File: src/rtl/arm_pipe_pkg.sv
// Shared types and constants for the ARM-subset pipeline control path:
// ALU opcodes, the per-stage control bundle and operand-forwarding selects.
package arm_pipe_pkg;

  localparam int REG_W = 4;

  localparam logic [3:0] ALU_ADD = 4'b0000;
  localparam logic [3:0] ALU_ADC = 4'b0001;
  localparam logic [3:0] ALU_SUB = 4'b0010;
  localparam logic [3:0] ALU_SBC = 4'b0011;
  localparam logic [3:0] ALU_RSB = 4'b0100;
  localparam logic [3:0] ALU_RSC = 4'b0101;
  localparam logic [3:0] ALU_AND = 4'b0110;
  localparam logic [3:0] ALU_ORR = 4'b0111;
  localparam logic [3:0] ALU_EOR = 4'b1000;
  localparam logic [3:0] ALU_MOV = 4'b1010;
  localparam logic [3:0] ALU_MVN = 4'b1011;
  localparam logic [3:0] ALU_BIC = 4'b1100;

  localparam logic [1:0] FWD_RF  = 2'b00;
  localparam logic [1:0] FWD_EX  = 2'b01;
  localparam logic [1:0] FWD_MEM = 2'b10;
  localparam logic [1:0] FWD_WB  = 2'b11;

  typedef struct packed {
    logic [3:0]       alu_op;
    logic             am;
    logic             s_enable;
    logic             load;
    logic             rf_enable;
    logic             size;
    logic             rw;
    logic             mem_enable;
    logic [REG_W-1:0] rd;
  } ctrl_bundle_t;

  localparam ctrl_bundle_t BUBBLE = '0;

  // Youngest producer wins; the PC is never forwarded.
  function automatic logic [1:0] fwd_sel(input logic [REG_W-1:0] src,
                                         input logic [REG_W-1:0] pc_reg,
                                         input ctrl_bundle_t ex,
                                         input ctrl_bundle_t mem,
                                         input ctrl_bundle_t wb);
    logic [1:0] sel;
    sel = FWD_RF;
    if (src == pc_reg) begin
      sel = FWD_RF;
    end else if (ex.rf_enable && (ex.rd == src)) begin
      sel = FWD_EX;
    end else if (mem.rf_enable && (mem.rd == src)) begin
      sel = FWD_MEM;
    end else if (wb.rf_enable && (wb.rd == src)) begin
      sel = FWD_WB;
    end else begin
      sel = FWD_RF;
    end
    return sel;
  endfunction

endpackage

File: src/rtl/pipe_ctrl_reg.sv
// One pipeline stage of control bundle: async clear, optional bubble insert.
module pipe_ctrl_reg
  import arm_pipe_pkg::*;
(
  input  logic         clk,
  input  logic         rst_n,
  input  logic         i_bubble,
  input  ctrl_bundle_t i_d,
  output ctrl_bundle_t o_q
);

  ctrl_bundle_t r_q;

  // Stage register; a bubble overrides the incoming bundle.
  always_ff @(posedge clk or negedge rst_n) begin
    if (!rst_n) begin
      r_q <= BUBBLE;
    end else if (i_bubble) begin
      r_q <= BUBBLE;
    end else begin
      r_q <= i_d;
    end
  end

  assign o_q = r_q;

endmodule

File: src/rtl/pipeline_ctrl_sequencer.sv
// Carries decoded control through EX/MEM/WB, stalls on load-use, flushes on
// taken branches, produces ALU forwarding selects and a saturating stall count.
module pipeline_ctrl_sequencer
  import arm_pipe_pkg::*;
#(
  parameter logic [REG_W-1:0] LINK_REG    = 4'd14,
  parameter logic [REG_W-1:0] PC_REG      = 4'd15,
  parameter int               STALL_CNT_W = 16
) (
  input  logic                   clk,
  input  logic                   rst_n,
  input  logic                   i_id_valid,
  input  logic [3:0]             i_id_alu_op,
  input  logic                   i_id_am,
  input  logic                   i_id_s_enable,
  input  logic                   i_id_load,
  input  logic                   i_id_rf_enable,
  input  logic                   i_id_size,
  input  logic                   i_id_rw,
  input  logic                   i_id_b,
  input  logic                   i_id_bl,
  input  logic                   i_id_cond_true,
  input  logic [REG_W-1:0]       i_id_rn,
  input  logic [REG_W-1:0]       i_id_rm,
  input  logic [REG_W-1:0]       i_id_rd,
  input  logic                   i_id_uses_rm,
  output logic                   o_pc_enable,
  output logic                   o_ifid_enable,
  output logic                   o_ifid_flush,
  output logic                   o_branch_taken,
  output logic [3:0]             o_ex_alu_op,
  output logic                   o_ex_am,
  output logic                   o_ex_s_enable,
  output logic                   o_mem_load,
  output logic                   o_mem_size,
  output logic                   o_mem_rw,
  output logic                   o_mem_enable,
  output logic                   o_wb_rf_enable,
  output logic [REG_W-1:0]       o_wb_rd,
  output logic [1:0]             o_fwd_a_sel,
  output logic [1:0]             o_fwd_b_sel,
  output logic                   o_stall,
  output logic [STALL_CNT_W-1:0] o_stall_count
);

  ctrl_bundle_t w_id_bundle;
  ctrl_bundle_t w_ex;
  ctrl_bundle_t w_mem;
  ctrl_bundle_t w_wb;
  logic         w_id_live;
  logic         w_stall;
  logic         w_branch;
  logic         w_unused;
  logic [STALL_CNT_W-1:0] r_stall_count;

  // ID bundle: a branch whose condition failed is dropped entirely, so a
  // not-taken BL never reaches the link write.
  always_comb begin
    w_id_live              = i_id_valid & ~((i_id_b | i_id_bl) & ~i_id_cond_true);
    w_id_bundle            = BUBBLE;
    w_id_bundle.alu_op     = i_id_alu_op;
    w_id_bundle.am         = i_id_am;
    w_id_bundle.s_enable   = i_id_s_enable;
    w_id_bundle.load       = i_id_load;
    w_id_bundle.size       = i_id_size;
    w_id_bundle.rw         = i_id_rw;
    w_id_bundle.mem_enable = i_id_load | i_id_rw;
    if (i_id_bl) begin
      w_id_bundle.rd        = LINK_REG;
      w_id_bundle.rf_enable = 1'b1;
    end else begin
      w_id_bundle.rd        = i_id_rd;
      w_id_bundle.rf_enable = i_id_rf_enable;
    end
  end

  // Hazard, branch and forwarding decisions from ID against in-flight stages.
  always_comb begin
    w_stall = i_id_valid & w_ex.load & w_ex.rf_enable &
              ((w_ex.rd == i_id_rn) | (i_id_uses_rm & (w_ex.rd == i_id_rm)));
    w_branch    = i_id_valid & (i_id_b | i_id_bl) & i_id_cond_true & ~w_stall;
    o_fwd_a_sel = fwd_sel(i_id_rn, PC_REG, w_ex, w_mem, w_wb);
    if (i_id_uses_rm) begin
      o_fwd_b_sel = fwd_sel(i_id_rm, PC_REG, w_ex, w_mem, w_wb);
    end else begin
      o_fwd_b_sel = FWD_RF;
    end
  end

  pipe_ctrl_reg u_ex_reg (
    .clk      (clk),
    .rst_n    (rst_n),
    .i_bubble (w_stall | ~w_id_live),
    .i_d      (w_id_bundle),
    .o_q      (w_ex)
  );

  pipe_ctrl_reg u_mem_reg (
    .clk      (clk),
    .rst_n    (rst_n),
    .i_bubble (1'b0),
    .i_d      (w_ex),
    .o_q      (w_mem)
  );

  pipe_ctrl_reg u_wb_reg (
    .clk      (clk),
    .rst_n    (rst_n),
    .i_bubble (1'b0),
    .i_d      (w_mem),
    .o_q      (w_wb)
  );

  // Bring-up stall counter, holds at all-ones instead of wrapping.
  always_ff @(posedge clk or negedge rst_n) begin
    if (!rst_n) begin
      r_stall_count <= {STALL_CNT_W{1'b0}};
    end else if (w_stall && (r_stall_count != {STALL_CNT_W{1'b1}})) begin
      r_stall_count <= r_stall_count + {{(STALL_CNT_W-1){1'b0}}, 1'b1};
    end else begin
      r_stall_count <= r_stall_count;
    end
  end

  assign o_stall        = w_stall;
  assign o_pc_enable    = ~w_stall;
  assign o_ifid_enable  = ~w_stall;
  assign o_branch_taken = w_branch;
  assign o_ifid_flush   = w_branch;
  assign o_ex_alu_op    = w_ex.alu_op;
  assign o_ex_am        = w_ex.am;
  assign o_ex_s_enable  = w_ex.s_enable;
  assign o_mem_load     = w_mem.load;
  assign o_mem_size     = w_mem.size;
  assign o_mem_rw       = w_mem.rw;
  assign o_mem_enable   = w_mem.mem_enable;
  assign o_wb_rf_enable = w_wb.rf_enable;
  assign o_wb_rd        = w_wb.rd;
  assign o_stall_count  = r_stall_count;

  // Fields that travel with the bundle but are not consumed at that stage.
  assign w_unused = ^{w_mem.alu_op, w_mem.am, w_mem.s_enable,
                      w_wb.alu_op, w_wb.am, w_wb.s_enable, w_wb.load,
                      w_wb.size, w_wb.rw, w_wb.mem_enable};

endmodule

File: config.mk
export PLATFORM = sky130hd
export DESIGN_NAME = pipeline_ctrl_sequencer
export DESIGN_NICKNAME = d
export VERILOG_FILES = /design/src/rtl/arm_pipe_pkg.sv /design/src/rtl/pipe_ctrl_reg.sv /design/src/rtl/pipeline_ctrl_sequencer.sv
export SDC_FILE = /design/constraint.sdc
export NUM_CORES = 1
export LEC_CHECK = 0
export ABC_CLOCK_PERIOD_IN_PS = 2400
export CELL_PAD_IN_SITES_DETAIL_PLACEMENT = 2
export CELL_PAD_IN_SITES_GLOBAL_PLACEMENT = 2
export CORE_ASPECT_RATIO = 0.9
export CORE_MARGIN = 3
export CORE_UTILIZATION = 25
export DETAILED_ROUTE_END_ITERATION = 6
export PLACE_DENSITY = 0.69
export SYNTH_ARGS = -nofsm -noshare
export SYNTH_HDL_FRONTEND = slang
export SYNTH_HIERARCHICAL = 1
export SYNTH_SLANG_ARGS = --single-unit
File: constraint.sdc
create_clock -name clk -period 2.4 [get_ports clk]
set_input_delay 0.36 -clock clk [delete_from_list [all_inputs] [get_ports clk]]
set_output_delay 0.36 -clock clk [all_outputs]
set_load 0.005 [all_outputs]
### Word-level counts from Yosys, hierarchy flattened

Cells that the tools add are included.

* register bits: 45
* bits in latches: 0
* RAM bits: 0
* memory bits (read-only): 0
* input bits: 29
* output and inout bits: 40
* word-level logic and storage cells: 64
* memories kept: 0

* $add $sub $neg: 1
* $mul: 0
* div/mod/pow operators: 0
* magnitude comparators: 0
* equal/unequal tests: 9
* shift operators: 0
* muxes and demuxes: 12
* bitwise gates (word level): 17
* reductions and logical operators: 7

Operators by type and width (count)
* equality test 4 bit: 6
* 2-to-1 mux 2 bit: 9
* adder 16 x 1 -> 16 bit (second input constant): 1
* inequality test 16 bit (second input constant): 1
* 2-to-1 mux 15 bit: 1
* bitwise AND 1 bit: 9
* equality test 4 bit (second input constant): 2
* logical AND 1 bit: 7
* 2-to-1 mux 4 bit: 1
* NOT 1 bit: 4
* bitwise OR 1 bit: 4
* 2-to-1 mux 1 bit: 1

### Longest topological paths before layout

* depth in word-level cells: 7
* gate-level depth with buffers: 7
* gate-level depth less buffers: 6

### Modules after synthesis

Netlist, hierarchy kept.

By module, submodules not included
* pipe_ctrl_reg: times used 3, cells an instance 31, area each 508.0 µm², sequential area each 375.4 µm²
* pipeline_ctrl_sequencer: times used 1, cells an instance 134, area each 1258.7 µm², sequential area each 400.4 µm²

### Worst setup path before layout

OpenSTA, ideal clock, no wires.

* kind: flip-flop to flip-flop
* start point: register r_stall_count[0] (netlist: o_stall_count[0])
* end point: register r_stall_count[1] (netlist: o_stall_count[1])
* library setup time: 128 ps
* arrival: 1833 ps
* data required time: 2272 ps
* setup slack: 440 ps
* cell stages (with the launch flop): 7
* path buffers: 0
* clock period less this slack: 1960 ps
* path through: dfrtp_1 -> ha_1 -> nand3_1 -> nor3_2 -> nor3b_4 -> nand2b_1 -> mux2_1

* cells in the longest elaborated chain, start to end: 2
* elaborated cells on any way between the ends: 3
* classes of those cells: add/sub: 1; eq/ne: 1; reduce/logical: 1

RTL lines
* start, declared: line pipeline_ctrl_sequencer.sv:54 `logic [STALL_CNT_W-1:0] r_stall_count;`
* start signal, assigned: line pipeline_ctrl_sequencer.sv:117 `r_stall_count <= {STALL_CNT_W{1'b0}};`
* start signal, assigned: line pipeline_ctrl_sequencer.sv:119 `r_stall_count <= r_stall_count + {{(STALL_CNT_W-1){1'b0}}, 1'b1};`
* start signal, assigned: line pipeline_ctrl_sequencer.sv:121 `r_stall_count <= r_stall_count;`
* parallel branches: the longest is 2 deep, another holds adder 16 x 1 -> 16 bit

Parallel ways; which one is timed is not known.
A chain may end at the register's enable or synchronous reset.

### Worst setup path in the final report

* start point: register u_ex_reg.r_q (netlist bit u_ex_reg/o_q[1])
* end point: output port o_stall

* cells in the longest elaborated chain, start to end: 4
* elaborated cells on any way between the ends: 5
* classes of those cells: eq/ne: 2; bitwise: 3

RTL lines
* start, declared: line pipe_ctrl_reg.sv:12 `ctrl_bundle_t r_q;`
* start signal, assigned: line pipe_ctrl_reg.sv:21 `r_q <= i_d;`
* equality test 4 bit: line pipeline_ctrl_sequencer.sv:80 `((w_ex.rd == i_id_rn) | (i_id_uses_rm & (w_ex.rd == i_id_rm)));`
* bitwise AND 1 bit: line pipeline_ctrl_sequencer.sv:80
* bitwise OR 1 bit *: line pipeline_ctrl_sequencer.sv:80
* bitwise AND 1 bit *: line pipeline_ctrl_sequencer.sv:79 `w_stall = i_id_valid & w_ex.load & w_ex.rf_enable &`
* end, declared: line pipeline_ctrl_sequencer.sv:42 `output logic o_stall,`

Every way passes the cells marked *; elsewhere a longest branch is shown, timed or not.

==> results_dict.tcl <==
set metrics [dict create \
    gp_congestion 0.7468 \
    grt_pass1_vias 1972 \
    clockBufferDepth 2 \
    critPathLaunchType "flip-flop" \
    overflow 0 \
    drt_iter0_markers 17 \
    drive_above_1_share 0.2862 \
    dieArea_sq_mm 0.01023 \
    maxCapViolations 0 \
    crit_path_end_kind "output pin" \
    ir_drop_uv 225.0 \
    root_buffer "clkbuf_8" \
    use_met3 0.03957 \
    die_x_um 106.3 \
    outcome "complete, no violations" \
    clock_skew_ns 0.01232 \
    cts_buffers 5 \
    vias_per_cell 4.306 \
    ys_warn_count 6 \
    finalCriticalPeriod_ns 2.303 \
    fmax_ghz 0.4342 \
    grt.busiest_layer "met2" \
    fin_nets 320 \
    grt_use_total 0.1325 \
    clock_insertion_delay_worst_skew_ns 0.30 \
    routed_wl_um 6496 \
    slew_headroom 0.5440 \
    boundaryPins 69 \
    grt.met2_usage 0.2199 \
    h-tree-depth 2 \
    final_antenna_net_count 0 \
    worstMarginPinSlew_ns 0.6841 \
    antenna_found_initial 0 \
    path_clk_slew_ns 0.09 \
    drv_slew 0 \
    cts.sinks 45 \
    port_buffers 68 \
    holdWs_ns 0.09165 \
    final_util 0.3918 \
    finalSetupViolCount 0 \
    coreArea_sq_mm 0.008688 \
    crit_arrival_ns 1.94 \
    first_pass_iters 4 \
    die_y_um 96.25 \
    power_mw 1.581 \
    cp_max_fo 5 \
    dp_hpwl_um 5078 \
    pwr_density_cell_mw_per_mm2 464.4 \
    cts_tree "built" \
    crit_required_ns 2.04 \
    wire_per_inst_um 15.88 \
    syn_inst 195 \
    power.leakage_nw 1.563 \
    area_growth_pct 50.50 \
    drc_errors 0 \
    diodes 0 \
    start_util 0.2604 \
    critPathKind "flip-flop to output pin" \
    fp-row-count 32 \
    grtUsageMet1 0.1716 \
    grt_max_degree 30 \
    avgSynthCellArea_sq_um 11.60 \
    syn_area_sq_mm 0.002262 \
    hold_violations 0 \
    grt_first_pass_wirelength_um 10600 \
    tns_ns 0 \
    dr_total_vias 1761 \
    hold_class "input pin to asynchronous set/reset pin" \
    fin_crit_sh 0.9596 \
]
## layout by cell type (no fill, tap or decap), types with 2 or more instances in the layout
cell / count
clkdlybuf4s50_1: 50
dfrtp_1: 42
xor2_1: 21
buf_4: 20
nor2b_2: 17
dlygate4sd2_1: 12
xnor2_1: 9
nand3_1: 9
nand2_1: 8
xor2_2: 7
and2b_2: 7
conb_1: 6
nand4_1: 5
or2_2: 5
nor4_1: 5
clkbuf_8: 5
nor4_4: 4
nor2_1: 4
nor2b_1: 4
nor3_1: 4
nor3_2: 3
and3_1: 3
inv_1: 3
or3_1: 3
dfrtp_2: 3
clkbuf_2: 2
dlymetal6s2s_1: 2
and2b_1: 2
## state kept, by name (all words and copies together), names as in the netlist
signal         count
u_ex_reg/o_q      15
u_mem_reg/o_q      9
o_stall_count     16
u_wb_reg/o_q       5
## where the power goes
part           switching [mW]  internal, mW  total [mW]
Clock                   0.254         0.303       0.557
Sequential             0.0228         0.781       0.804
Combinational          0.0995         0.121       0.221
Total                   0.376          1.21        1.58
## timing repair
action	4_1_cts	5_1_grt
resized for setup	31	11
hold buffers	0	0
pin swaps	7	8
setup endpoints to repair	9	5
setup buffers	1	3
## stage by stage
step                setup WS, ns  area [sq um]  instances
finish                   0.09694          3405        409
CTS                     -0.04728          3361        406
floorplan                 0.4396          2281        200
global route            -0.03685          3405        409
global placement         -0.3039          3181        399
detailed placement       -0.3424          3181        399
## worst paths after layout
kind                                 start           endpoint  slack (ns)  cells past startpoint
setup / recovery           u_ex_reg/o_q[1]            o_stall         0.1                      7
hold reg to reg            u_ex_reg/o_q[4]   u_mem_reg/o_q[4]        0.47                      1
max in group asynchronous            rst_n   u_mem_reg/o_q[7]        1.69                      2
setup reg to reg           u_ex_reg/o_q[1]   o_stall_count[1]        0.34                      9
min in group clk           u_ex_reg/o_q[4]   u_mem_reg/o_q[4]        0.47                      1
hold / removal                       rst_n  o_stall_count[10]        0.09                      1
## worst max-delay path, stage by stage (launching register included)
cell	delay (ns)
dfrtp_2	0.45
xor2_2	0.20
nor4_4	0.32
a22oi_2	0.14
buf_6	0.15
buf_4	0.14
inv_2	0.05
clkdlybuf4s15_1	0.20
## layer usage
| metal | up-vias | part of all wire |
|---|---|---|
| li1 | 829 | - |
| met4 | 0 | 0.010 |
| met5 | - | 0 |
| met1 | 877 | 0.46 |
| met3 | 5 | 0.060 |
| met2 | 50 | 0.47 |
## final cells by class
| class | instances | area [sq um] |
|---|---|---|
| Timing Repair Buffer | 89 | 817.0 |
| Tap cell | 119 | 148.9 |
| Sequential cell | 45 | 1130 |
| Clock inverter | 2 | 35.03 |
| Clock buffer | 5 | 68.82 |
| Inverter | 4 | 15.01 |
| Multi-Input combinational cell | 145 | 1190 |
| Fill cell | 961 | 5284 |
No activity file was read; power rests on OpenSTA's default activity.
